==> src/rtl/fxp_pkg.sv <==
// Shared types and helpers for the fixed-point packet accumulator.
// Holds the FSM state enum, the Q-format sanity check and the saturation bounds.
package fxp_pkg;

    typedef enum logic {
        S_ACC = 1'b0,
        S_OUT = 1'b1
    } state_t;

    function automatic bit qformat_ok(input int width, input int int_width,
                                      input int frac_width, input int max_len);
        return (width == int_width + frac_width) && (max_len >= 1) && (width >= 2);
    endfunction

    // Most positive / most negative value representable in a signed word of 'width' bits.
    function automatic logic signed [63:0] sat_bound(input int width, input logic negative);
        if (negative)
            return -(64'sd1 <<< (width - 1));
        else
            return (64'sd1 <<< (width - 1)) - 64'sd1;
    endfunction

endpackage

==> src/rtl/fxp_sat_add.sv <==
// Combinational signed WIDTH-bit adder with overflow detect.
// Clamps on overflow when FXP_ACC_SATURATE_EN is defined, otherwise wraps modulo 2^WIDTH.
module fxp_sat_add
    import fxp_pkg::*;
#(
    parameter int WIDTH = 8
) (
    input  logic signed [WIDTH-1:0] a,
    input  logic signed [WIDTH-1:0] b,
    output logic signed [WIDTH-1:0] sum,
    output logic                    overflow
);

`ifdef FXP_ACC_SATURATE_EN
    localparam logic signed [WIDTH-1:0] SAT_MAX = WIDTH'(sat_bound(WIDTH, 1'b0));
    localparam logic signed [WIDTH-1:0] SAT_MIN = WIDTH'(sat_bound(WIDTH, 1'b1));
`endif

    logic [WIDTH:0] wide;

    // One guard bit: overflow whenever the guard and the word's sign bit disagree.
    always_comb begin
        wide     = {a[WIDTH-1], a} + {b[WIDTH-1], b};
        overflow = wide[WIDTH] ^ wide[WIDTH-1];
`ifdef FXP_ACC_SATURATE_EN
        if (overflow)
            sum = wide[WIDTH] ? SAT_MIN : SAT_MAX;
        else
            sum = wide[WIDTH-1:0];
`else
        sum = wide[WIDTH-1:0];
`endif
    end

endmodule

==> src/rtl/fxp_accumulator.sv <==
// Packet accumulator: sums signed Q(INTEGERWIDTH).(FRACTIONWIDTH) beats up to in_last or MAXLEN terms.
// Build option FXP_ACC_SATURATE_EN selects saturating instead of wrapping steps.
module fxp_accumulator
    import fxp_pkg::*;
#(
    parameter int WIDTH         = 8,
    parameter int INTEGERWIDTH  = 4,
    parameter int FRACTIONWIDTH = 4,
    parameter int MAXLEN        = 16
) (
    input  logic                             clk,
    input  logic                             rst_n,
    input  logic                             in_valid,
    output logic                             in_ready,
    input  logic signed [WIDTH-1:0]          in_data,
    input  logic                             in_last,
    output logic                             out_valid,
    input  logic                             out_ready,
    output logic signed [WIDTH-1:0]          out_data,
    output logic [$clog2(MAXLEN+1)-1:0]      out_count,
    output logic                             out_overflow
);

    localparam int CNTW = $clog2(MAXLEN + 1);
    localparam logic [CNTW-1:0] MAX_COUNT = CNTW'(MAXLEN);

    if (!qformat_ok(WIDTH, INTEGERWIDTH, FRACTIONWIDTH, MAXLEN)) begin : g_cfg_error
        $error("fxp_accumulator: need WIDTH == INTEGERWIDTH + FRACTIONWIDTH and MAXLEN >= 1");
    end

    state_t                  state, state_next;
    logic signed [WIDTH-1:0] acc;
    logic [CNTW-1:0]         count;
    logic                    ovf;

    logic                    accept;
    logic [CNTW-1:0]         count_next;
    logic signed [WIDTH-1:0] add_a;
    logic signed [WIDTH-1:0] step_sum;
    logic                    step_ovf;

    assign accept     = in_valid && (state == S_ACC);
    assign count_next = count + CNTW'(1);
    // The first term loads rather than adds; adding to zero can never overflow.
    assign add_a      = (count == '0) ? '0 : acc;

    fxp_sat_add #(
        .WIDTH(WIDTH)
    ) u_add (
        .a       (add_a),
        .b       (in_data),
        .sum     (step_sum),
        .overflow(step_ovf)
    );

    always_comb begin
        state_next = state;
        in_ready   = 1'b0;
        out_valid  = 1'b0;
        case (state)
            S_ACC: begin
                in_ready = 1'b1;
                if (accept && (in_last || count_next == MAX_COUNT))
                    state_next = S_OUT;
            end
            S_OUT: begin
                out_valid = 1'b1;
                if (out_ready)
                    state_next = S_ACC;
            end
            default: state_next = S_ACC;
        endcase
    end

    always_ff @(posedge clk) begin
        if (!rst_n) begin
            state <= S_ACC;
            acc   <= '0;
            count <= '0;
            ovf   <= 1'b0;
        end else begin
            state <= state_next;
            if (accept) begin
                acc   <= step_sum;
                count <= count_next;
                ovf   <= ovf | step_ovf;
            end else if (state == S_OUT && out_ready) begin
                acc   <= '0;
                count <= '0;
                ovf   <= 1'b0;
            end
        end
    end

    assign out_data     = acc;
    assign out_count    = count;
    assign out_overflow = ovf;

endmodule

==> config.mk <==
export PLATFORM = sky130hd
export DESIGN_NAME = fxp_accumulator
export DESIGN_NICKNAME = d
export VERILOG_FILES = /design/src/rtl/fxp_pkg.sv /design/src/rtl/fxp_sat_add.sv /design/src/rtl/fxp_accumulator.sv
export SDC_FILE = /design/constraint.sdc
export NUM_CORES = 1
export LEC_CHECK = 0
export CORE_ASPECT_RATIO = 1.2
export CORE_MARGIN = 3
export CORE_UTILIZATION = 51
export CTS_CLUSTER_DIAMETER = 40
export DETAILED_ROUTE_END_ITERATION = 6
export PLACE_DENSITY_LB_ADDON = 0.3
export SLEW_MARGIN = 20
export SYNTH_ARGS = -nofsm -noshare
export SYNTH_HDL_FRONTEND = slang
export SYNTH_SLANG_ARGS = --single-unit
export TNS_END_PERCENT = 1
==> constraint.sdc <==
create_clock -name clk -period 7.7 [get_ports clk]
set_input_delay 2.31 -clock clk [delete_from_list [all_inputs] [get_ports clk]]
set_output_delay 2.31 -clock clk [all_outputs]
set_load 0.02 [all_outputs]
==> metrics.txt, run 1 <==
Synth area leader=dfxtp_1; number of buffers created by CTS=3; pin count of the biggest net entering global routing=17; post-CTS setup buffers=0; Tot Pwr=about 190 uW; Seq cells post-synth=15; number of cell rows=17; Switching Fraction=between 30% and 40%; Rel. slew slack=~37%; RR Endpoint=out_overflow; DR DRC count=0; Clock transition at path regs=~0.1 ns; power share of the sequential group=between 40 and 50%; status=finished clean; antenna cell count=0; antenna violations before repair=0; CP arrival=4.21 ns; Total GRT Usage=21.17%; vias in the first global route=946; RSZ-0062 raised after global routing=no; Logic pwr share=~29%; Routability Congestion=0.8144; largest cells by area after synthesis=dfxtp_1, ha_1, nor2b_1, o21ai_0, a22oi_1; WHS Path Cells=2; Net Switching=62.73 uW; Starting Density=a little under three fifths; syn avg cell area=8.387 um2; Hold Crit Start=out_overflow; CTS sink count=15; drt wl/cell=14.06 um; max frequency=0.2492 GHz; Crit-path slowest cell=fa_1; Slowest Stage Delay on Critical Path=0.42 ns; # H-tree levels=1; Clock Skews=0.007772 ns; Pleak=0.0005524 uW; 1st-iter DRT viols=13; Clk Tree Root Cell=clkbuf_4; mapped cell area=0.001074 mm2; routed wire length=between 2000 and 2500 um; Final Max Slew Viols=0; delay-heaviest family, CP=compound AO/OA/AOI/OAI gates; final hold vios=0; proportion of layout cells with a drive suffix above 1=6.410%; Hold Path Sink=out_overflow; Clk pwr share=25.3%; register-to-register setup slack=4.69 ns; deepest clock path buffer count=2; Post-Syn Instances=128; CP endpoint kind=register; # setup viols final=0; Final period util=52.12%; die area=0.002694 mm2; Hold Path Class=register to register; global-route wire length before repair=around 4200 um; clk_lat worst skew=0.30 ns; CTS tree=yes; Worst-Margin Slew=0.9450 ns; post-synthesis cell type count=32; vias per cell=5.840; fillers=167; drt pass-1 iters=4; Register-to-Register Path Depth=11; Crit Reg-Reg Startpoint=out_count[0]; x dimension of the die=47.88 um; vias=1022; CP bufs+invs=1; Area Growth Syn to Fin=29.14%; synthesized net count=about 150; post-synthesis sequential area ratio=27.97%; Antenna Nets Post-Route=0; TNS Setup=0 ns; peak supply drop=0.09904 mV; hold buffer count at CTS=0; Synth Warn #=0; Worst Path Required=7.90 ns; P_int=129.1 uW; crit-path cells=clkdlybuf4s50_1 -> ha_1 -> fa_1 -> a21oi_2 -> o2111ai_2 -> o31ai_2 -> xnor2_1 -> o21ai_1; PostCTS Resize Cnt=0; CP Max Fanout=3; Levels on crit path=8; minimum clock period=4.013 ns; Setup CP Type=input pin to register; Yosys top cell area share=27.97%; Die Y=between 50 and 60 um; Top Ports=29; total gr overflow=0; Max-Cap Viols=0; power per cell area=between 100 and 150 mW/mm2; CORE AREA=0.001914 mm2; Nets=between 150 and 200; I/O Buffers=28; DP Wirelength=1948 um; Worst setup SP type=input pin
-- layer usage --
layer	up-vias	wire (um)	GRT usage, %
li1	515	-	-
met1	480	1007	24.61
met2	22	1311	35.54
met5	-	0	0
met3	5	84	3.846
met4	0	57	9.231
-- layout by cell type, fill, tap and decap left out --
cell type        instances
and2_1                   2
o31ai_2                  1
o2111ai_2                1
nand3_1                  6
nor2b_2                  1
dfxtp_1                 15
a21o_1                   2
nor4b_2                  1
nand2b_1                 2
a22oi_1                  6
o31ai_1                  1
nand2_1                  8
a21oi_1                  5
inv_1                    5
a31oi_1                  2
xor2_1                   5
o21ai_1                  2
nor3_1                   4
fa_1                     1
ha_1                    11
a211oi_1                 1
o21a_1                   3
a211oi_2                 1
a21oi_2                  1
o21ai_0                  9
nor2b_1                 17
xnor2_1                  2
nand4_1                  2
clkinv_2                 1
clkbuf_4                 3
nor2_1                   6
o21bai_1                 1
clkdlybuf4s50_1         28
-- worst max path at each step --
| stage | endpoint | slack [ns] | from |
|---|---|---|---|
| 2_1_floorplan | out_overflow | 3.90 | in_data[0] |
| 3_3_place_gp | out_overflow | 3.42 | in_data[0] |
| 3_5_place_dp | out_overflow | 3.36 | in_data[0] |
| 4_1_cts | out_overflow | 3.68 | in_data[0] |
| 5_1_grt | out_count[2] | 3.56 | in_valid |
| 6_report | out_overflow | 3.69 | in_data[0] |
-- power groups by stage --
stage	Sequential [uW]	Combinational (uW)	Clock, uW
after floorplan	93.2	29.1	0
after global placement	88.3	55.5	0
after detailed placement	88.7	56.6	0
after CTS	87.0	56.8	49.3
after global routing	87.8	61.8	53.3
final	87.0	56.2	48.6
-- tightest hold or removal path, delay by kind of cell (launching register included) --
family / cells / cell delay (ns)
simple gates: 1 / 0.06
compound gates: 1 / 0.06
flops: 1 / 0.33
-- cells by family (layout without fill, tap and decap cells) --
logic type / after synthesis / count (layout) / synth area share (%)
flops: 15 / 15 / 27.97
fa+ha+maj: 12 / 12 / 14.69
compound gates: 36 / 36 / 22.96
buf+inv: 9 / 37 / 3.496
simple gates: 49 / 49 / 25.17
xor+xnor: 7 / 7 / 5.711
-- registers in the layout, indices dropped and copies added, names as in the netlist --
| signal | cells |
|---|---|
| out_overflow | 1 |
| out_data | 8 |
| state | 1 |
| out_count | 5 |
-- cells in the mapped netlist --
| library cell | number |
|---|---|
| nor2b_1 | 17 |
| dfxtp_1 | 15 |
| ha_1 | 11 |
| o21ai_0 | 9 |
| nand2_1 | 8 |
| a22oi_1 | 6 |
| nand3_1 | 6 |
| nor2_1 | 6 |
| a21oi_1 | 5 |
| inv_1 | 5 |
| xor2_1 | 5 |
| nor3_1 | 4 |
| buf_2 | 3 |
| o21a_1 | 3 |
| a21o_1 | 2 |
| a31oi_1 | 2 |
| and2_1 | 2 |
| nand2b_1 | 2 |
| nand4_1 | 2 |
| o21ai_1 | 2 |
| xnor2_1 | 2 |
| a211oi_1 | 1 |
| a211oi_2 | 1 |
| a21oi_2 | 1 |
| clkbuf_1 | 1 |
| fa_1 | 1 |
| nor2b_2 | 1 |
| nor4b_2 | 1 |
| o2111ai_2 | 1 |
| o21bai_1 | 1 |
| o31ai_1 | 1 |
| o31ai_2 | 1 |
-- through the flow --
step                      instance area (um2)  setup slack [ns]  cells  utilization, %  hold slack [ns]
after floorplan                          1074             3.897    128               -           0.5373
after global placement                   1359             3.415    171           70.98           0.4613
after detailed placement                 1359             3.357    171           70.98           0.4744
after CTS                                1386             3.683    175           72.42           0.4887
after global routing                     1386             3.558    175           72.42           0.5245
final                                    1386             3.687    175           72.42           0.4861
-- layout make-up --
| class | instances | area [um2] | share of cell area [%] |
|---|---|---|---|
| Inverter | 5 | 18.77 | 1.354 |
| Sequential cell | 15 | 300.3 | 21.66 |
| Clock buffer | 3 | 22.52 | 1.625 |
| Timing Repair Buffer | 28 | 280.3 | 20.22 |
| Clock inverter | 1 | 5.005 | 0.3610 |
| Tap cell | 19 | 23.77 | 1.715 |
| Multi-Input combinational cell | 104 | 735.7 | 53.07 |
No activity file was read; power rests on OpenSTA's default activity.
==> run 2: changes to the inputs <==
- CORE_UTILIZATION: 51 -> 43
- clock period: 7.7 -> 3.2 ns (I/O delays scaled with it)
==> run 2 against run 1 <==
  * Wire length fell by 1.5%
  * Via count fell by 1.2%
  * Worst hold slack got worse by 0.021 ns
  * Clock-buffer cell count rose by 1
  * Setup slack got worse by 3.2 ns
  * Clock power rose by 120%
  * Register-to-register slack got worse by 4.2 ns
  * Total power rose by 140%
  * Sequential power rose by 140%
  * Flip-flop and latch count did not move
  * Largest power group unchanged
==> metrics.txt, run 2 (synthesis gave the netlist of run 1 again) <==
status=finished clean; fillers=220; Util after Layout=61.39%; Antenna Nets Post-Route=0; Min Hold Slack=around 0.47 ns; die area=about 0.0031 mm2; Final period util=approximately 84%; max reg flops=8; drt wl/cell=12.69 um; Nets=approximately 190; Register-to-Register Path Depth=11; CTS sink count=15; Starting Density=46.08%; # setup viols final=0; hold buffer count at CTS=0; Hold Crit Start=out_overflow; Routability Congestion=0.8119; Clock Skews=0.002067 ns; drt pass-1 iters=4; Worst Path Required=3.38 ns; power per cell area=322.2 mW/mm2; commonest non-fill, non-tap cell in the layout=clkdlybuf4s50_1; number of buffers created by CTS=3; total gr overflow=0; Worst-Margin Slew=0.3706 ns; Rel. slew slack=75.23%; Die Y=60.74 um; Area Growth Syn to Fin=33.22%; Final Max Slew Viols=0; Clk Tree Root Cell=clkbuf_4; # H-tree levels=1; Switching Fraction=about 31%; max frequency=0.3732 GHz; Pleak=0.0005687 uW; Logic pwr share=30.9%; Worst setup SP type=input pin; 1st-iter DRT viols=11; most frequent cells in the layout=clkdlybuf4s50_1, nor2b_1, dfxtp_1; Area after DPL=0.001404 mm2; final instance area=0.001430 mm2; antenna violations before repair=0; Clk pwr share=a little under a quarter; Hold Path Class=register to register; vias per cell=5.288; clk_lat worst skew=between 0.2 and 0.3 ns; DR DRC count=0; vias in the first global route=988; antenna cell count=0; routed wire length=~2400 um; Crit. Startpoint=in_data[0]; x dimension of the die=51.61 um; number of cell rows=19; P_int=317.7 uW; final hold vios=0; WHS Path Cells=2; PostCTS Resize Cnt=0; CP arrival=2.86 ns; Crit Reg-Reg Startpoint=out_count[0]; Max-Cap Viols=0; DP Wirelength=around 1900 um; Register Area=approximately 300 um2; vias=between 1k and 1.5k; minimum clock period=2.679 ns; CP Max Fanout=3; Total GRT Usage=17.12%; Clock transition at path regs=0.09 ns; post-CTS setup buffers=0; global-route wire length before repair=4126 um; I/O Buffers=28; power share of the sequential group=a little under half; CP endpoint kind=register; TNS Setup=0 ns; proportion of layout cells with a drive suffix above 1=under 10%; peak supply drop=0.2299 mV; deepest clock path buffer count=2; CORE AREA=approximately 0.0023 mm2; Setup CP Type=input pin to register; CTS tree=yes; Top Ports=29; pin count of the biggest net entering global routing=13; multi-input logic area=~740 um2; Net Switching=143.1 uW; RSZ-0062 raised after global routing=no
==> run 2: cell count changes in the layout (fill, tap and decap cells not counted) <==
cell      previous run  this run
clkbuf_1             0         1
clkinv_2             1         0
buf_4                0         4
==> run 2: worst max-delay path, stage by stage <==
cell             delay [ns]
clkdlybuf4s50_1        0.41
ha_1                   0.25
fa_1                   0.42
a21oi_2                0.18
o2111ai_2              0.18
o31ai_2                0.22
xnor2_1                0.15
o21ai_1                0.08
==> run 2: routing by layer <==
metal	GRT usage, %	routed length, um	up-vias	part of all wire, %
met5	0	0	-	0
met2	33.82	1276	16	53
met4	5.618	38	0	1.6
met1	18.59	1040	473	43
met3	2.211	68	4	2.8
li1	-	-	517	-
==> run 2: cell type report <==
class                   count  share of cell area (%)
multi-input cells         104                   51.44
well taps                  31                   2.712
clock buffers               4                   1.837
flip-flops and latches     15                   21.00
repair buffers             32                   21.70
inverters                   5                   1.312
==> run 2: power by group through the flow <==
stage               Sequential (uW)  Combinational [uW]  Clock (uW)
floorplan                       224                70.0           0
global placement                213                 140           0
detailed placement              213                 142           0
CTS                             209                 143         113
global route                    211                 156         123
finish                          209                 142         109
==> run 2: final timing paths <==
kind	to	slack, ns
hold reg to reg	out_overflow	0.47
setup / recovery	out_overflow	0.52
setup reg to reg	out_overflow	0.54
hold / removal	out_overflow	0.47
==> run 2: through the flow <==
| step | cells | power, uW | setup slack, ns |
|---|---|---|---|
| final | 191 | 460.8 | 0.5207 |
| after global routing | 191 | 490.0 | 0.3952 |
| after CTS | 191 | 465.7 | 0.5183 |
| after detailed placement | 187 | 355.8 | 0.2202 |
| after global placement | 187 | 353.0 | 0.2526 |
| after floorplan | 128 | 294.4 | 0.5219 |
